File: src/rtl/lsu_mem_master.sv
// lsu_mem_master: load/store initiator for a word-addressed single-port memory.
// Handles byte/half/word accesses with sign/zero-extension and read-modify-write sub-word stores.
module lsu_mem_master #(
    parameter int IDX_W = 5
) (
    input  logic        clk,
    input  logic        rst,
    input  logic        req_valid,
    output logic        req_ready,
    input  logic        req_we,
    input  logic [2:0]  req_funct3,
    input  logic [31:0] req_addr,
    input  logic [31:0] req_wdata,
    output logic        resp_valid,
    output logic [31:0] resp_rdata,
    output logic        resp_err,
    output logic [31:0] mem_addr,
    output logic [31:0] mem_wd,
    output logic        mem_we,
    input  logic [31:0] mem_rd
);
    typedef enum logic [1:0] {IDLE, READ, WRITE, RESP} state_t;

    state_t           r_state, w_next;
    logic             r_we, r_err;
    logic [2:0]       r_f3;
    logic [IDX_W+1:0] r_addr;
    logic [31:0]      r_wdata, r_old, r_rdata;
    logic             w_err, w_f3_bad, w_misal, w_range;
    logic [4:0]       w_sh;
    logic [31:0]      w_lane, w_ext, w_mask, w_merge;

    always_comb begin
        w_f3_bad = req_we ? (req_funct3 > 3'd2) : (req_funct3[1:0] == 2'b11 || req_funct3 == 3'b110);
        w_misal  = (req_funct3[1:0] == 2'b01 && req_addr[0]) || (req_funct3[1:0] == 2'b10 && req_addr[1:0] != 2'b00);
        w_range  = |req_addr[31:IDX_W+2];
        w_err    = w_f3_bad || w_misal || w_range;
    end

    // Accesses are aligned, so the byte offset is also the lane shift for halves and words.
    always_comb begin
        w_sh    = {r_addr[1:0], 3'b000};
        w_lane  = mem_rd >> w_sh;
        w_ext   = r_f3[1:0] == 2'b00 ? {{24{~r_f3[2] & w_lane[7]}}, w_lane[7:0]} :
                  r_f3[1:0] == 2'b01 ? {{16{~r_f3[2] & w_lane[15]}}, w_lane[15:0]} : w_lane;
        w_mask  = (r_f3[1:0] == 2'b00 ? 32'h0000_00FF : r_f3[1:0] == 2'b01 ? 32'h0000_FFFF : 32'hFFFF_FFFF) << w_sh;
        w_merge = (r_old & ~w_mask) | ((r_wdata << w_sh) & w_mask);
    end

    always_comb begin
        w_next = r_state;
        case (r_state)
            IDLE:    w_next = !req_valid ? IDLE : w_err ? RESP :
                              (!req_we || req_funct3[1:0] != 2'b10) ? READ : WRITE;
            READ:    w_next = r_we ? WRITE : RESP;
            WRITE:   w_next = RESP;
            default: w_next = IDLE;
        endcase
    end

    always_comb begin
        req_ready  = r_state == IDLE;
        resp_valid = r_state == RESP;
        mem_we     = r_state == WRITE;
        mem_addr   = (r_state == READ || r_state == WRITE) ? {{(32-IDX_W){1'b0}}, r_addr[IDX_W+1:2]} : 32'd0;
        mem_wd     = r_state == WRITE ? w_merge : 32'd0;
        resp_rdata = r_rdata;
        resp_err   = r_err;
    end

    always_ff @(posedge clk or posedge rst) begin
        if (rst) begin
            r_state <= IDLE;
            r_we    <= 1'b0;
            r_f3    <= 3'd0;
            r_addr  <= '0;
            r_wdata <= 32'd0;
            r_old   <= 32'd0;
            r_rdata <= 32'd0;
            r_err   <= 1'b0;
        end else begin
            r_state <= w_next;
            if (r_state == IDLE && req_valid) begin
                r_we    <= req_we;
                r_f3    <= req_funct3;
                r_addr  <= req_addr[IDX_W+1:0];
                r_wdata <= req_wdata;
                if (w_err) begin
                    r_rdata <= 32'd0;
                    r_err   <= 1'b1;
                end
            end
            if (r_state == READ) begin
                r_old <= mem_rd;
                if (!r_we) begin
                    r_rdata <= w_ext;
                    r_err   <= 1'b0;
                end
            end
            if (r_state == WRITE) begin
                r_rdata <= 32'd0;
                r_err   <= 1'b0;
            end
        end
    end
endmodule

File: config.mk
export PLATFORM = sky130hd
export DESIGN_NAME = lsu_mem_master
export DESIGN_NICKNAME = d
export VERILOG_FILES = /design/src/rtl/lsu_mem_master.sv
export SDC_FILE = /design/constraint.sdc
export NUM_CORES = 1
export LEC_CHECK = 0
export ABC_AREA = 1
export CAP_MARGIN = 20
export CORE_MARGIN = 1.5
export CORE_UTILIZATION = 43
export DETAILED_ROUTE_END_ITERATION = 7
export MAX_ROUTING_LAYER = met4
export PLACE_DENSITY = 0.78
export SLEW_MARGIN = 20
export SYNTH_ARGS = -nofsm -noshare
export SYNTH_HDL_FRONTEND = slang
export SYNTH_SLANG_ARGS = --single-unit
export TNS_END_PERCENT = 50
File: constraint.sdc
create_clock -name clk -period 3.45 [get_ports clk]
set_input_delay 0.5175 -clock clk [delete_from_list [all_inputs] [get_ports clk]]
set_output_delay 0.5175 -clock clk [all_outputs]
set_load 0.005 [all_outputs]
==> flow_summary.ini, run 1 <==
[yosys]
synth_top_area_share_pct = 42.6
ys_top_cells_by_area = dfrtp_1 43%, nand2_1 15%, o21ai_0 7.7%, inv_1 5.6%, a21oi_1 4.8%
avgSynthCellArea_um2 = 7.27
yosys.area_share.adder_pct = 0.775
synth_xor_area_share_pct = 0
yosysTopAreaCell = dfrtp_1
yosysWarnings = 0
synthCells = 889
yosysSeqAreaShare_pct = 42.6
ys_ff_latch = 110
synthMuxAreaShare_pct = 0
synthSimpleGateAreaFrac_pct = 24.0
synth_area_um2 = 6460
synth-compound-area-share_pct = 19.1
yosysUniqueCellTypes = 35
synth_top_family_by_area = simple AND/OR/NAND/NOR gates

[cts]
cts_buffer_depth = 2
clk_pin_slew_ns = 0.08
cts.sinks = 110
tritoncts = built
numCtsBuffers = 9
htreeDepth = 3
ctsHoldBuffers = 0
cts-root-buf = clkbuf_16
clock_latency_ns = 0.36

[timing]
max_freq_mhz = 306
rsz0062_at_grt = no
fin_skew_ns = 0.0111
finalSetupViolations = 0
slew_viol_final = 0
post-route-period-util_pct = 94.6
hold_violations = 0
post-route-min-period_ns = 3.26
tightest_slew_ns = 0.657
setup_tns_ns = 0
slew_headroom_pct = 55.8

[cells_and_area]
fin_nets = 1139
area_growth_pct = 32.0
antenna_cells = 0
fillers = 1381
multi_input_area_um2 = 2940
layout_common_cells = 251 x nand2_1, 175 x clkdlybuf4s50_1, 107 x dfrtp_1
fin_area_um2 = 8530
drive_gt1_share_pct = 5.21
layout_commonest_cell = nand2_1
regArea_um2 = 2760

[grt]
grt_pass1_wl_mm = 31.8
grt_pass1_vias = 5949
grt_antenna_before_repair = 0
grt_overflow_total = 0
grt_usage_pct = 26.7
grt_max_degree = 61

[die]
initial_core_util_pct = 44.3
die_height_um = 126
top_level_ports = 203
die_area_um2 = 15800
rows = 44
die_w_um = 126
fp.coreArea_um2 = 14600

[drt]
vias = 6348
route.antenna.remaining_nets = 0
drt_iter0_markers = 565
routed_wl_mm = 20.3
viasPerCell = 5.20
drtPass1Iterations = 7
drc_errors = 0
wl_per_cell_um = 16.6

[worst_setup_path]
cp_cell_sequence = buf_4, nand2_1, o21ai_0, o21ai_1, nor2_1, a211oi_1, clkdlybuf4s50_1
crit_type = register to primary output
startpoint_type = register
timing.critical_path.to_type = primary output
slowest_stage = dfrtp_4
r2r_start = r_addr[1]$_DFFE_PP0P_
required_ns = 2.93
reg2reg_depth = 8
cp.arrival_ns = 2.75
r2r_end = resp_rdata[16]$_DFF_PP0_
slowest_delay_ns = 0.59
critPathMaxFanout = 25
rrSetupSlack_ns = 1.19

[flow_run]
maxCapViolations = 0

[min_path]
hold_start = r_old[7]$_DFFE_PP0N_
hold_depth = 2
min_to = r_old[7]$_DFFE_PP0N_
hp-class = register to register

[power_and_ir_drop]
power_density_nw_per_um2 = 904
leakage_nw = 3.81
peakVddDrop_mv = 0.534

[status]
outcome = complete, no violations

[placement]
portBuffers = 175
place.gp.congestion = 0.944
place_area_um2 = 8180
hpwl_mm = 15.4
==> routing by layer <==
layer,track usage [%],vias up,share of wire [%]
met1,36.6,2945,45
met2,40.8,272,46
met3,4.36,30,7.1
li1,-,3101,-
met5,-,-,0
met4,7.95,0,1.8
==> synth_stat cells <==
| cell | count |
|---|---|
| or2_1 | 1 |
| buf_2 | 20 |
| nand3_1 | 13 |
| nor2_8 | 1 |
| buf_4 | 33 |
| nand2_4 | 3 |
| nand2_2 | 1 |
| nand3_2 | 2 |
| a21oi_4 | 1 |
| nor2_1 | 78 |
| a211oi_2 | 2 |
| o221ai_1 | 7 |
| dfrtp_1 | 110 |
| a31oi_1 | 1 |
| nor2_2 | 1 |
| nor3_4 | 1 |
| o22ai_1 | 8 |
| buf_1 | 6 |
| a21oi_1 | 62 |
| conb_1 | 1 |
| nor3_1 | 1 |
| inv_2 | 3 |
| buf_6 | 3 |
| nand2_1 | 251 |
| o21ai_2 | 1 |
| o211ai_1 | 22 |
| a211oi_1 | 13 |
| nand4_1 | 17 |
| clkinv_1 | 2 |
| nand3_4 | 1 |
| ha_1 | 4 |
| clkbuf_1 | 22 |
| inv_1 | 97 |
| o21ai_0 | 99 |
| nor2_4 | 1 |
==> metrics by stage <==
stage                     worst slack (ns)  hold slack, ns  utilization, %  std cells  power [mW]
after global placement               0.507           0.464            56.1       1204        6.41
after global routing                0.0488           0.504            58.4       1221        8.28
final                                0.185           0.488            58.4       1221        7.71
after detailed placement             0.495           0.468            56.1       1204        6.47
after CTS                           0.0998           0.490            58.3       1220        7.66
after floorplan                     0.0302           0.437               -        915        4.85
==> flip-flops by register name, summed over array words and instances (netlist names) <==
name,count
r_we,1
resp_rdata,32
r_wdata,32
r_addr,7
r_state,2
resp_err,1
r_old,32
r_f3,3
==> power breakdown <==
group	leakage [nW]	internal, mW	total (mW)	switching, mW
combinational	2.25	1.72	4.27	2.55
clock	0.164	0.664	1.16	0.501
sequential	1.39	1.87	2.27	0.409
total	3.81	4.25	7.71	3.46
==> cell type report <==
class | instances | area share, %
clock buffers | 10 | 2.80
clock inverters | 6 | 1.07
inverters | 102 | 4.56
multi-input cells | 619 | 34.5
flip-flops and latches | 110 | 32.4
well taps | 184 | 2.70
repair buffers | 190 | 22.0
==> worst max-delay path: cells and delay by family, from the launching register on <==
kind	cells	cell delay, ns
buffers and inverters	2	0.84
AO/OA/AOI/OAI	3	0.80
flip-flops	1	0.59
AND/OR/NAND/NOR	2	0.15
==> how the worst max path moves through the flow <==
stage	start	to	slack, ns
2_1_floorplan	rst	r_addr[0]$_DFFE_PP0P_	0.03
3_3_place_gp	r_addr[0]$_DFFE_PP0P_	mem_wd[4]	0.51
3_5_place_dp	r_addr[0]$_DFFE_PP0P_	mem_wd[4]	0.49
4_1_cts	r_f3[1]$_DFFE_PP0P_	mem_wd[31]	0.1
5_1_grt	r_addr[0]$_DFFE_PP0P_	mem_wd[3]	0.05
6_report	r_addr[0]$_DFFE_PP0P_	mem_wd[24]	0.19
==> kinds of logic (layout without fill, tap and decap cells) <==
family	Yosys count	after routing
AND/OR/NAND/NOR	372	372
flip-flops	110	110
adder cells (fa/ha/maj)	4	4
other	1	27
buffers and inverters	186	308
AO/OA/AOI/OAI	216	216
==> what timing repair did <==
action / in CTS / in global routing
setup endpoints to repair: 0 / 15
buffers inserted: 0 / 1
gates resized for setup: 0 / 5
No activity file was read; power rests on OpenSTA's default activity.
==> run 2, diff against run 1 <==
--- a/config.mk
+++ b/config.mk
@@ -14,3 +14,2 @@
 export PLACE_DENSITY = 0.78
-export SLEW_MARGIN = 20
 export SYNTH_ARGS = -nofsm -noshare
==> constraint.sdc (replaced) <==
create_clock -name clk -period 3.45 [get_ports clk]
set_input_delay 0.69 -clock clk [delete_from_list [all_inputs] [get_ports clk]]
set_output_delay 0.69 -clock clk [all_outputs]
set_load 0.005 [all_outputs]
==> flow_summary.ini, run 2 (synthesized netlist as in run 1, its figures left out) <==
[placement]
place_area_um2 = 8200
pre_cts_ws_ns = 0.471
hpwl_mm = 15.0
place.gp.congestion = 0.960
portBuffers = 175
dp.cells = 1205

[cells_and_area]
fillers = 1377
drive_gt1_share_pct = 5.29
fin_cells = 1224
layout_common_cells = 251 x nand2_1, 175 x clkdlybuf4s50_1, 108 x dfrtp_1
multi_input_area_um2 = 2940
fin_area_um2 = 8530
antenna_cells = 0
fin_util_pct = 58.5
fin_nets = 1142
regArea_um2 = 2760
layout_commonest_cell = nand2_1
area_growth_pct = 32.1

[timing]
rsz0062_at_grt = no
post-route-min-period_ns = 3.18
fin_skew_ns = 0.00778
hold_slack_ns = 0.479
hold_violations = 0
max_freq_mhz = 314
finalWorstSetupSlack_ns = 0.270
post-route-period-util_pct = 92.2
slew_headroom_pct = 49.5
slew_viol_final = 0
finalSetupViolations = 0
tightest_slew_ns = 0.757
setup_tns_ns = 0

[cts]
tritoncts = built
cts-root-buf = clkbuf_16
ctsHoldBuffers = 0
clk_pin_slew_ns = 0.07
clock_latency_ns = 0.36
cts.sinks = 110
cts_buffer_depth = 2
numCtsBuffers = 9
htreeDepth = 3

[die]
initial_core_util_pct = 44.3
top_level_ports = 203
rows = 44
die_area_um2 = 15800
fp.coreArea_um2 = 14600
die_height_um = 126
die_w_um = 126

[power_and_ir_drop]
power.total_mw = 7.66
peakVddDrop_mv = 0.505
power_density_nw_per_um2 = 897
leakage_nw = 3.81

[worst_setup_path]
timing.critical_path.to_type = primary output
startpoint_type = register
path_delay_family = flip-flops
cp.arrival_ns = 2.49
cp_cell_sequence = nor2_4, nand2_4, o21ai_2, nor2_1, a211oi_1, clkdlybuf4s50_1
slowest_stage = dfrtp_2
required_ns = 2.76
reg2reg_depth = 8
crit_type = register to primary output
path_depth = 6
cp_num_buf_inv = 1
slowest_delay_ns = 0.55
critPathMaxFanout = 21

[drt]
drc_errors = 0
routed_wl_mm = 20.1
viasPerCell = 5.20
drtPass1Iterations = 5
vias = 6365
route.antenna.remaining_nets = 0
drt_iter0_markers = 663
wl_per_cell_um = 16.4

[grt]
grt_pass1_wl_mm = 31.9
grt_overflow_total = 0
grt_usage_pct = 26.6
grt_pass1_vias = 5969
grt_antenna_before_repair = 0
grt_max_degree = 111

[status]
outcome = complete, no violations

[min_path]
hold_depth = 2
hp-class = register to register

[flow_run]
maxCapViolations = 0
==> run 2: changes by cell type in the layout (fill, tap and decap cells not counted) <==
cell       before  now
clkbuf_8        1    0
dfrtp_4         1    0
buf_4          14   16
clkinv_2        1    0
o21ai_0        98   99
inv_6           3    2
inv_4           1    0
o21ai_1         1    0
dfrtp_1       107  108
bufinv_16       2    1
buf_12          1    2
clkinv_4        0    4
inv_1          95   96
==> run 2: path summary, 6_finish.rpt <==
check / slack (ns) / to / startpoint
max in group asynchronous: 2.12 / r_addr[0]$_DFFE_PP0P_ / rst
max: 0.27 / mem_wd[28] / r_f3[1]$_DFFE_PP0P_
min in group asynchronous: 0.84 / r_old[17]$_DFFE_PP0N_ / rst
min reg2reg: 0.48 / r_addr[6]$_DFFE_PP0P_ / r_addr[6]$_DFFE_PP0P_
min: 0.48 / r_addr[6]$_DFFE_PP0P_ / r_addr[6]$_DFFE_PP0P_
max reg2reg: 1.34 / resp_rdata[9]$_DFF_PP0_ / r_state[1]$_DFF_PP0_
==> run 2: power by group <==
part | leakage, nW | internal (mW) | switching (mW)
sequential | 1.39 | 1.86 | 0.329
clock | 0.151 | 0.574 | 0.504
combinational | 2.27 | 1.77 | 2.62
total | 3.81 | 4.20 | 3.46
==> run 2: routing by layer <==
| metal | vias up | track usage, % | wire length (µm) |
|---|---|---|---|
| li1 | 3102 | - | - |
| met1 | 2945 | 36.6 | 8930 |
| met2 | 293 | 40.8 | 9320 |
| met3 | 25 | 4.71 | 1540 |
| met4 | 0 | 6.95 | 309 |
| met5 | - | - | 0 |
==> run 2: area by class of cell <==
type,count,area share (%)
clock buffers,9,2.64
clock inverters,7,0.968
inverters,102,4.53
multi-input cells,619,34.5
well taps,184,2.70
repair buffers,193,22.4
flip-flops and latches,110,32.3
==> run 2: tightest hold or removal path, cell delays in order (launching register included) <==
cell and delay (ns):
dfrtp_1 0.34, nand2_1 0.05, nand2_1 0.06
==> run 2: what timing repair did <==
action / 4_1_cts / 5_1_grt
buffers inserted: 0 / 3
gates resized for setup: 0 / 1
endpoints found under the setup margin: 0 / 13
==> run 3, diff against run 2 <==
- REMOVE_ABC_BUFFERS: not set -> 1
==> flow_summary.ini, run 3 (synthesized netlist as in run 1, its figures left out) <==
[timing]
post-route-period-util_pct = 94.6
post-route-min-period_ns = 3.26
hold_violations = 0
slew_viol_final = 0
fin_skew_ns = 0.00479
rsz0062_at_grt = no
max_freq_mhz = 306
tightest_slew_ns = 0.774
slew_headroom_pct = 48.4
finalSetupViolations = 0
setup_tns_ns = 0
hold_slack_ns = 0.483

[cts]
numCtsBuffers = 9
ctsHoldBuffers = 0
cts.sinks = 110
cts_buffer_depth = 2
tritoncts = built
post_cts_buffers = 0
htreeDepth = 3
clock_latency_ns = 0.36
ctsResizeCount = 0
cts-root-buf = clkbuf_16
clk_pin_slew_ns = 0.07

[worst_setup_path]
cp_num_buf_inv = 2
critPathMaxFanout = 20
path_delay_family = simple AND/OR/NAND/NOR gates
timing.critical_path.to_type = primary output
slowest_delay_ns = 0.57
worst_path_most_repeated_cell = nor2_1
cp_cell_sequence = buf_4, nor2_1, nor3_4, or2_1, o22ai_1, nor2_1, clkdlybuf4s50_1
slowest_stage = clkdlybuf4s50_1
crit_type = register to primary output
cp.arrival_ns = 2.57
required_ns = 2.76
startpoint_type = register

[drt]
drt_iter0_markers = 661
viasPerCell = 5.27
vias = 6451
drtPass1Iterations = 6
route.antenna.remaining_nets = 0
drc_errors = 0
routed_wl_mm = 19.4
wl_per_cell_um = 15.9

[power_and_ir_drop]
power_density_nw_per_um2 = 892
power.total_mw = 7.61
leakage_nw = 3.80
peakVddDrop_mv = 0.516

[grt]
grt_max_degree = 61
grt_antenna_before_repair = 0
grt_pass1_vias = 6077
grt_usage_pct = 25.6
grt_overflow_total = 0
grt_pass1_wl_mm = 31.2

[die]
initial_core_util_pct = 44.3
die_height_um = 126
rows = 44
die_area_um2 = 15800
die_w_um = 126
top_level_ports = 203
fp.coreArea_um2 = 14600

[placement]
place.gp.congestion = 0.934
portBuffers = 175
hpwl_mm = 14.0
place_area_um2 = 8210

[cells_and_area]
layout_commonest_cell = nand2_1
fin_nets = 1141
fillers = 1336
fin_area_um2 = 8530
layout_common_cells = 251 x nand2_1, 175 x clkdlybuf4s50_1, 108 x dfrtp_1
drive_gt1_share_pct = 5.20
area_growth_pct = 32.0
regArea_um2 = 2760
antenna_cells = 0
multi_input_area_um2 = 2940

[min_path]
hp-class = register to register

[flow_run]
maxCapViolations = 0

[status]
outcome = complete, no violations
==> run 3: path summary, 6_finish.rpt <==
kind	end	slack, ns	from	cells past startpoint
setup / recovery	mem_wd[23]	0.19	r_f3[1]$_DFFE_PP0P_	7
hold / removal	r_addr[3]$_DFFE_PP0P_	0.48	r_addr[3]$_DFFE_PP0P_	2
setup reg to reg	resp_rdata[3]$_DFF_PP0_	1.01	r_state[1]$_DFF_PP0_	8
hold reg to reg	r_addr[3]$_DFFE_PP0P_	0.48	r_addr[3]$_DFFE_PP0P_	2
max in group asynchronous	resp_rdata[30]$_DFF_PP0_	2.01	rst	3
min in group asynchronous	r_wdata[18]$_DFFE_PP0P_	0.77	rst	2
==> run 3: cell type report <==
type,count,share of cell area (%)
well taps,184,2.70
multi-input cells,619,34.5
repair buffers,192,22.2
inverters,102,4.52
clock buffers,11,2.84
clock inverters,5,0.968
flip-flops and latches,110,32.3
==> run 3: power breakdown <==
group | internal (mW) | leakage [nW] | total, mW | switching, mW
Sequential | 1.86 | 1.39 | 2.19 | 0.324
Clock | 0.657 | 0.148 | 1.15 | 0.496
Combinational | 1.73 | 2.26 | 4.27 | 2.54
Total | 4.25 | 3.80 | 7.61 | 3.36
==> run 3: layer usage <==
metal | global-route usage (%) | wire length (µm) | up-vias
met4 | 7.95 | 414 | 0
met2 | 39.6 | 8970 | 346
met5 | - | 0 | -
li1 | - | - | 3099
met1 | 33.8 | 8130 | 2975
met3 | 5.52 | 1890 | 31
==> run 3: stage by stage <==
stage                     worst slack (ns)  instances  utilization [%]
final                                0.187       1223             58.5
after global routing                0.0348       1223             58.5
after floorplan                     -0.142        831                -
after global placement               0.624       1207             56.2
after detailed placement             0.555       1207             56.2
after CTS                            0.147       1223             58.5
==> run 3: worst min-delay path: cells and delay by family, from the launching register on <==
kind / cells / cell delay (ns)
flops: 1 / 0.35
simple gates: 2 / 0.10
